**src/rtl/zuma_cfg_loader.sv**
```systemverilog
// Configuration loader for a ZUMA-style overlay: streams N words into the overlay
// configuration memory, pulses the overlay virtual reset, then reports done.
module zuma_cfg_loader #(
    parameter int LUT_SIZE     = 6,
    parameter int NUM_STAGES   = 1,
    parameter int CONFIG_WIDTH = 32,
    parameter int ADDR_WIDTH   = 32,
    parameter int VRST_CYCLES  = 1,
    parameter int AUTO_START   = 1,
    parameter int REVERSE_BITS = 1
) (
    input  logic                    clk,
    input  logic                    reset,
    input  logic                    start,
    input  logic                    cfg_valid,
    input  logic [CONFIG_WIDTH-1:0] cfg_data,
    input  logic                    cfg_last,
    output logic                    cfg_ready,
    output logic                    config_en,
    output logic [CONFIG_WIDTH-1:0] config_data,
    output logic [ADDR_WIDTH-1:0]   config_addr,
    output logic                    ffrst,
    output logic                    busy,
    output logic                    done,
    output logic                    error
);
    localparam int N  = (2 ** LUT_SIZE) * NUM_STAGES;
    localparam int KW = $clog2(N) + 1;
    localparam logic [KW-1:0] K_LAST = KW'(N - 1);

    typedef enum logic [1:0] {IDLE, LOAD, VRST, RUN} state_t;

    state_t                  state_reg;
    logic [KW-1:0]           k_reg;
    logic [7:0]              vrst_cnt_reg;
    logic                    auto_pending_reg;
    logic [CONFIG_WIDTH-1:0] word_ordered;
    logic                    handshake;
    logic                    go;

    // Overlay shift chains expect the word MSB-first relative to the source.
    generate
        if (REVERSE_BITS != 0) begin : g_rev
            for (genvar gi = 0; gi < CONFIG_WIDTH; gi++) begin : g_bit
                assign word_ordered[CONFIG_WIDTH-1-gi] = cfg_data[gi];
            end
        end else begin : g_pass
            assign word_ordered = cfg_data;
        end
    endgenerate

    assign cfg_ready = (state_reg == LOAD);
    assign busy      = (state_reg == LOAD) || (state_reg == VRST);
    assign handshake = cfg_valid && cfg_ready;
    // A pending auto-start behaves exactly like a start pulse in IDLE.
    assign go        = start || auto_pending_reg;

    always_ff @(posedge clk) begin
        if (reset) begin
            state_reg        <= IDLE;
            k_reg            <= '0;
            vrst_cnt_reg     <= '0;
            auto_pending_reg <= (AUTO_START != 0);
            config_en        <= 1'b0;
            config_data      <= '0;
            config_addr      <= '0;
            ffrst            <= 1'b0;
            done             <= 1'b0;
            error            <= 1'b0;
        end else begin
            config_en <= 1'b0;
            case (state_reg)
                IDLE, RUN: begin
                    if (go) begin
                        state_reg        <= LOAD;
                        k_reg            <= '0;
                        done             <= 1'b0;
                        error            <= 1'b0;
                        auto_pending_reg <= 1'b0;
                    end
                end
                LOAD: begin
                    if (handshake) begin
                        config_en   <= 1'b1;
                        config_data <= word_ordered;
                        config_addr <= ADDR_WIDTH'(k_reg);
                        k_reg       <= k_reg + KW'(1);
                        if (cfg_last && (k_reg == K_LAST)) begin
                            state_reg    <= VRST;
                            ffrst        <= 1'b1;
                            vrst_cnt_reg <= 8'(VRST_CYCLES - 1);
                        end else if (cfg_last || (k_reg == K_LAST)) begin
                            // Length mismatch: the stream does not fit the overlay.
                            state_reg <= IDLE;
                            error     <= 1'b1;
                        end
                    end
                end
                VRST: begin
                    if (vrst_cnt_reg == 8'd0) begin
                        state_reg <= RUN;
                        ffrst     <= 1'b0;
                        done      <= 1'b1;
                    end else begin
                        vrst_cnt_reg <= vrst_cnt_reg - 8'd1;
                    end
                end
                default: state_reg <= IDLE;
            endcase
        end
    end
endmodule
```
**config.mk**
```make
export PLATFORM = sky130hd
export DESIGN_NAME = zuma_cfg_loader
export DESIGN_NICKNAME = d
export VERILOG_FILES = /design/src/rtl/zuma_cfg_loader.sv
export SDC_FILE = /design/constraint.sdc
export NUM_CORES = 1
export LEC_CHECK = 0
export CAP_MARGIN = 40
export CORE_MARGIN = 2
export CORE_UTILIZATION = 47
export DETAILED_ROUTE_END_ITERATION = 10
export MAX_ROUTING_LAYER = met4
export PLACE_DENSITY = 0.86
export SYNTH_ARGS = -nofsm -noshare
export SYNTH_HDL_FRONTEND = slang
export SYNTH_SLANG_ARGS = --single-unit
```
**constraint.sdc**
```tcl
create_clock -name clk -period 4.8 [get_ports clk]
set_input_delay 0.72 -clock clk [delete_from_list [all_inputs] [get_ports clk]]
set_output_delay 0.72 -clock clk [all_outputs]
set_load 0.1 [all_outputs]
```
=== Word-level counts from Yosys, hierarchy flattened ===
Cells that the tools add are included.

* Flip-flop bits (word level): 61
* Input port bits: 37
* Output and inout bits: 70

* $add $sub $neg: 2
* Equal/unequal tests: 12
* Mux-type cells: 25
* Bitwise operators: 1
* Reduce and logical (&&, ||, !) cells: 20

{| class="wikitable"
|+ Operators by type and width
! kind !! count
|-
| 2-to-1 mux 8 bit || 3
|-
| case mux 8 bit (2 select lines) || 1
|-
| 2-to-1 mux 7 bit || 2
|-
| case mux 7 bit (2 select lines) || 1
|-
| AND reduction 4 bit || 3
|-
| 2-to-1 mux 2 bit || 5
|-
| 2-to-1 mux 1 bit || 9
|-
| zero test 8 bit || 1
|-
| != test 2 x 1 -> 1 bit, second input constant || 4
|-
| subtractor 8 x 1 -> 8 bit, second input constant || 1
|-
| adder 7 x 1 -> 7 bit, second input constant || 1
|-
| equality test 7 x 6 -> 1 bit, second input constant || 1
|-
| != test 2 bit, second input constant || 3
|-
| case mux 1 bit (2 select lines) || 3
|-
| case mux 2 bit (3 select lines) || 1
|-
| AND reduction 3 bit || 2
|-
| nonzero test 2 bit || 3
|-
| AND reduction 5 bit || 1
|-
| equality test 2 bit, second input constant || 2
|-
| AND reduction 2 bit || 2
|-
| OR reduction 2 bit || 2
|-
| logical OR 1 bit || 3
|-
| != test 3 x 1 -> 1 bit, second input constant || 1
|-
| equality test 2 x 1 -> 1 bit, second input constant || 1
|-
| 3 further kinds || 4
|}

=== Logic depth before layout (Yosys ltp) ===
* Depth in word-level cells: 6
* Mapped depth: 9
* Gate-level depth less buffers: 6

=== Least setup slack after synthesis ===
Ideal clock, no wire load.

* Path kind: register to register
* From: reg state_reg[1]
* To: reg vrst_cnt_reg[3]
* Arrival time: 2.416 ns
* Slack: 2.267 ns
* Stages on the path, launching flop included: 8
* Cell sequence: dfxtp_1 > inv_1 > ha_1 > buf_2 > nand2_2 > o32ai_4 > o21ai_0 > a32o_1

* Cells in the longest elaborated chain, start to end: 4
* Elaborated cells on any way between the ends: 9
* Those cells by class: eq/ne: 5; mux: 1; reduce/logical: 3

{| class="wikitable"
|+ Ends and longest elaborated chain
! what !! RTL line !! text
|-
| from (decl) || 33 || <nowiki>state_t state_reg;</nowiki>
|-
| from (signal assigned) || 60 || <nowiki>state_reg <= IDLE;</nowiki>
|-
| from (signal assigned) || 75 || <nowiki>state_reg <= LOAD;</nowiki>
|-
| from (signal assigned) || 89 || <nowiki>state_reg <= VRST;</nowiki>
|-
| equality test 2 x 1 -> 1 bit (*) || 52 || <nowiki>assign cfg_ready = (state_reg == LOAD);</nowiki>
|-
| named net cfg_ready || 18 || <nowiki>output logic cfg_ready,</nowiki>
|-
| logical AND 1 bit || 54 || <nowiki>assign handshake = cfg_valid && cfg_ready;</nowiki>
|-
| != test 2 x 1 -> 1 bit (no source line) || -- ||
|-
| AND reduction 4 bit (no source line) || -- ||
|-
| to (signal assigned) || 91 || <nowiki>vrst_cnt_reg <= 8'(VRST_CYCLES - 1);</nowiki>
|-
| to (signal assigned) || 105 || <nowiki>vrst_cnt_reg <= vrst_cnt_reg - 8'd1;</nowiki>
|-
| to (decl) || 35 || <nowiki>logic [7:0] vrst_cnt_reg;</nowiki>
|}

Mark *: on every way through the listed nets, which the timed path passes. The rest lies on a longest branch.
A chain may end at the register's enable or synchronous reset.

=== Final worst setup path ===
* From: reg state_reg[1]
* To: out cfg_ready

* Cells in the longest elaborated chain, start to end: 1

{| class="wikitable"
|+ Ends and longest elaborated chain
! what !! RTL line
|-
| equality test 2 x 1 -> 1 bit || 52
|-
| to (decl) || 18
|}

Every way passes these cells.

==> run_results.csv <==
group,metric,value,unit
run_status,status,"finished clean",
critical_path,reg2regPathDepth,6,
timing,worst_slack,2070,ps
flow_run,maxCapViolCount,0,
drt,firstDrtPassIters,5,
floorplanning,die_h,81.4,um
clock_network,ctsResizeCount,0,
drt,vias,2814,
synthesis,yosysWarningCount,0,
grt,grt_usage,0.253,
synthesis,avgSynthCellArea,8.13,um2
clock_network,numCtsBuffers,9,
clock_network,clk_pin_slew,70,ps
critical_path,critPathCaptureType,"output pin",
synthesis,ys_seq_elements,61,
place,portBuffers,81,
place,placed_cells,530,
place,hpwl,5.57,mm
drt,antenna_left,0,
floorplanning,dieArea,0.00662,mm2
critical_path,r2r_end,"vrst_cnt_reg[7]",
clock_network,post-cts-setup-buffers,0,
timing,hold_violations,0,
timing,period_needed,2730,ps
min_path,hp-class,"reg2reg",
drt,drc,0,
critical_path,crit_fanout,10,
finish,stdcell_count,546,
power_and_ir_drop,p_per_area,399,mW/mm2
critical_path,rrSetupSlack,2180,ps
grt,antenna_found_initial,0,
grt,grt_pass1_wl,12.2,mm
clock_network,clock-sinks,61,
power_and_ir_drop,power,1760,uW
finish,syn_to_final_growth,57.1,%
clock_network,cts_root_buffer,"clkbuf_8",
synthesis,ys_types,49,
grt,grt_max_degree,46,
synthesis,synth_top_area_frac,0.434,
critical_path,crit-reg2reg-launch,"state_reg[1]",
finish,layout-drive-gt1-share,0.161,
synthesis,syn_area,0.00281,mm2
drt,wl_per_cell,13.8,um
power_and_ir_drop,ir_worst_vdd,0.277,mV
timing,rsz0062_at_grt,"no",
synthesis,ys_seq_area_frac,0.434,
timing,skew,10.4,ps
drt,viasPerCell,5.15,
drt,drt_iter0_drc,169,
clock_network,cts_tree,"yes",
critical_path,cp-start-kind,"flip-flop",
min_path,holdPathEnd,"config_data[24]",
floorplanning,core,0.00585,mm2
finish,final_nets,509,
critical_path,cpPeakStageDelay,610,ps
finish,largest_reg_flops,32,
synthesis,yosys.area.top_type,"dfxtp_1",
synthesis,synthCells,346,
clock_network,insertion_delay,350,ps
timing,slew_headroom,0.421,
place,place.gp.congestion,0.876,
timing,holdWs,455,ps
timing,max_freq,366,MHz
min_path,hold_depth,2,
grt,grt_pass1_vias,2627,
floorplanning,io_pins,107,
finish,diodes,0,
critical_path,required,4080,ps
clock_network,cts_hold_buffers,0,
synthesis,ys_top_cells_by_area,"dfxtp_1 43%, nand2_1 12%, a21oi_1 8.5%",
drt,routed_wl,7.54,mm
critical_path,path_class,"reg2out",
critical_path,crit_chain,"inv_1 > ha_1 > clkdlybuf4s50_1 > buf_8",
grt,gr-total-overflow,0,
power_and_ir_drop,p_leak,0.00168,uW
floorplanning,num_rows,28,
floorplanning,die_x,81.4,um
timing,slew_violations,0,
floorplanning,start_util,0.481,
min_path,hp-start,"config_data[24]",
critical_path,cp_slowest_cell,"clkdlybuf4s50_1",
place,post-place-ws,1900,ps
timing,period_share,0.569,
critical_path,cp.arrival,2010,ps
timing,setup_viol,0,
timing,tightest_slew,866,ps
clock_network,cts_max_level,3,
timing,setup_tns,0,ps
clock_network,cts_buffer_depth,2,
[Yosys cell counts (all sizes together)]
| master | n |
|---|---|
| a32o | 3 |
| clkbuf | 13 |
| o31ai | 3 |
| a21o | 1 |
| or4 | 3 |
| nor3 | 8 |
| nand2 | 89 |
| o32a | 1 |
| nor3b | 3 |
| nand4 | 2 |
| a21oi | 48 |
| buf | 30 |
| clkinv | 1 |
| a2111oi | 1 |
| or2 | 2 |
| o21ba | 1 |
| nor4 | 2 |
| nand4b | 1 |
| o41ai | 1 |
| a211oi | 1 |
| conb | 1 |
| dfxtp | 61 |
| o2111ai | 1 |
| a31oi | 2 |
| mux2i | 3 |
| mux2 | 1 |
| o21ai | 7 |
| xnor2 | 4 |
| inv | 9 |
| o311ai | 1 |
| ha | 6 |
| a311oi | 1 |
| o211a | 1 |
| nand3 | 7 |
| or3b | 2 |
| o32ai | 1 |
| a22oi | 1 |
| nand3b | 1 |
| nor2 | 21 |
| a31o | 1 |
[routing by layer]
layer | wire (um) | GRT usage | up-vias
met2 | 3910 | 0.416 | 111
met1 | 3040 | 0.294 | 1320
met5 | 0 | - | -
met4 | 174 | 0.0966 | 0
met3 | 416 | 0.0667 | 19
li1 | - | - | 1364
[cells in the final DEF, fill, tap and decap left out, types with 4 or more instances in the layout]
master	synthesis	final
buf_8	0	43
nand2_1	88	88
nor2_1	20	19
conb_1	1	25
xnor2_1	4	4
clkinv_2	0	4
nor3_1	7	7
a21oi_1	48	48
o21ai_0	7	7
clkbuf_8	0	9
clkdlybuf4s50_1	0	80
nand3_1	6	6
inv_1	9	9
ha_1	6	6
dfxtp_1	61	61
[worst max-delay path by stage]
stage / startpoint / endpoint / slack [ps]
6_report: state_reg[1] / cfg_ready / 2070
2_1_floorplan: state_reg[1] / vrst_cnt_reg[3] / 2270
3_3_place_gp: cfg_valid / vrst_cnt_reg[3] / 1930
5_1_grt: state_reg[1] / vrst_cnt_reg[7] / 1950
4_1_cts: state_reg[1] / cfg_ready / 2050
3_5_place_dp: cfg_valid / vrst_cnt_reg[7] / 1900
[critical path, delay by kind of cell, from the launching register on]
kind / cells / cell delay, ps
buffers and inverters: 3 / 890
adders and majority gates: 1 / 450
DFF: 1 / 320
[where the power goes]
group	internal, uW	leakage [uW]	switching, uW
logic	256	0.00110	556
registers	546	0.000495	25.0
clock network	183	0.0000829	196
total	986	0.00168	777
[final cells by class]
type,instances,area [um2]
Tap cell,75,93.8
Clock inverter,5,27.5
Fill cell,399,1430
Inverter,10,37.5
Multi-Input combinational cell,256,1370
Sequential cell,61,1220
Timing Repair Buffer,128,1530
Clock buffer,11,131
[stage by stage]
step | util | instance area (um2)
final | 0.755 | 4420
after global routing | 0.755 | 4420
after CTS | 0.755 | 4420
after detailed placement | 0.728 | 4260
after global placement | 0.605 | 3540
after floorplan | - | 2900
[cells by family (layout without fill, tap and decap cells)]
kind of cell / Yosys count / after routing / synth area share
other: 1 / 25 / 0.00133
flip-flops: 61 / 61 / 0.434
adder cells (fa/ha/maj): 6 / 6 / 0.0267
buffers and inverters: 53 / 154 / 0.111
XOR/XNOR: 4 / 4 / 0.0125
AO/OA/AOI/OAI: 76 / 76 / 0.173
multiplexers: 4 / 4 / 0.0147
AND/OR/NAND/NOR: 141 / 141 / 0.226
(Power assumes the default switching activity.)
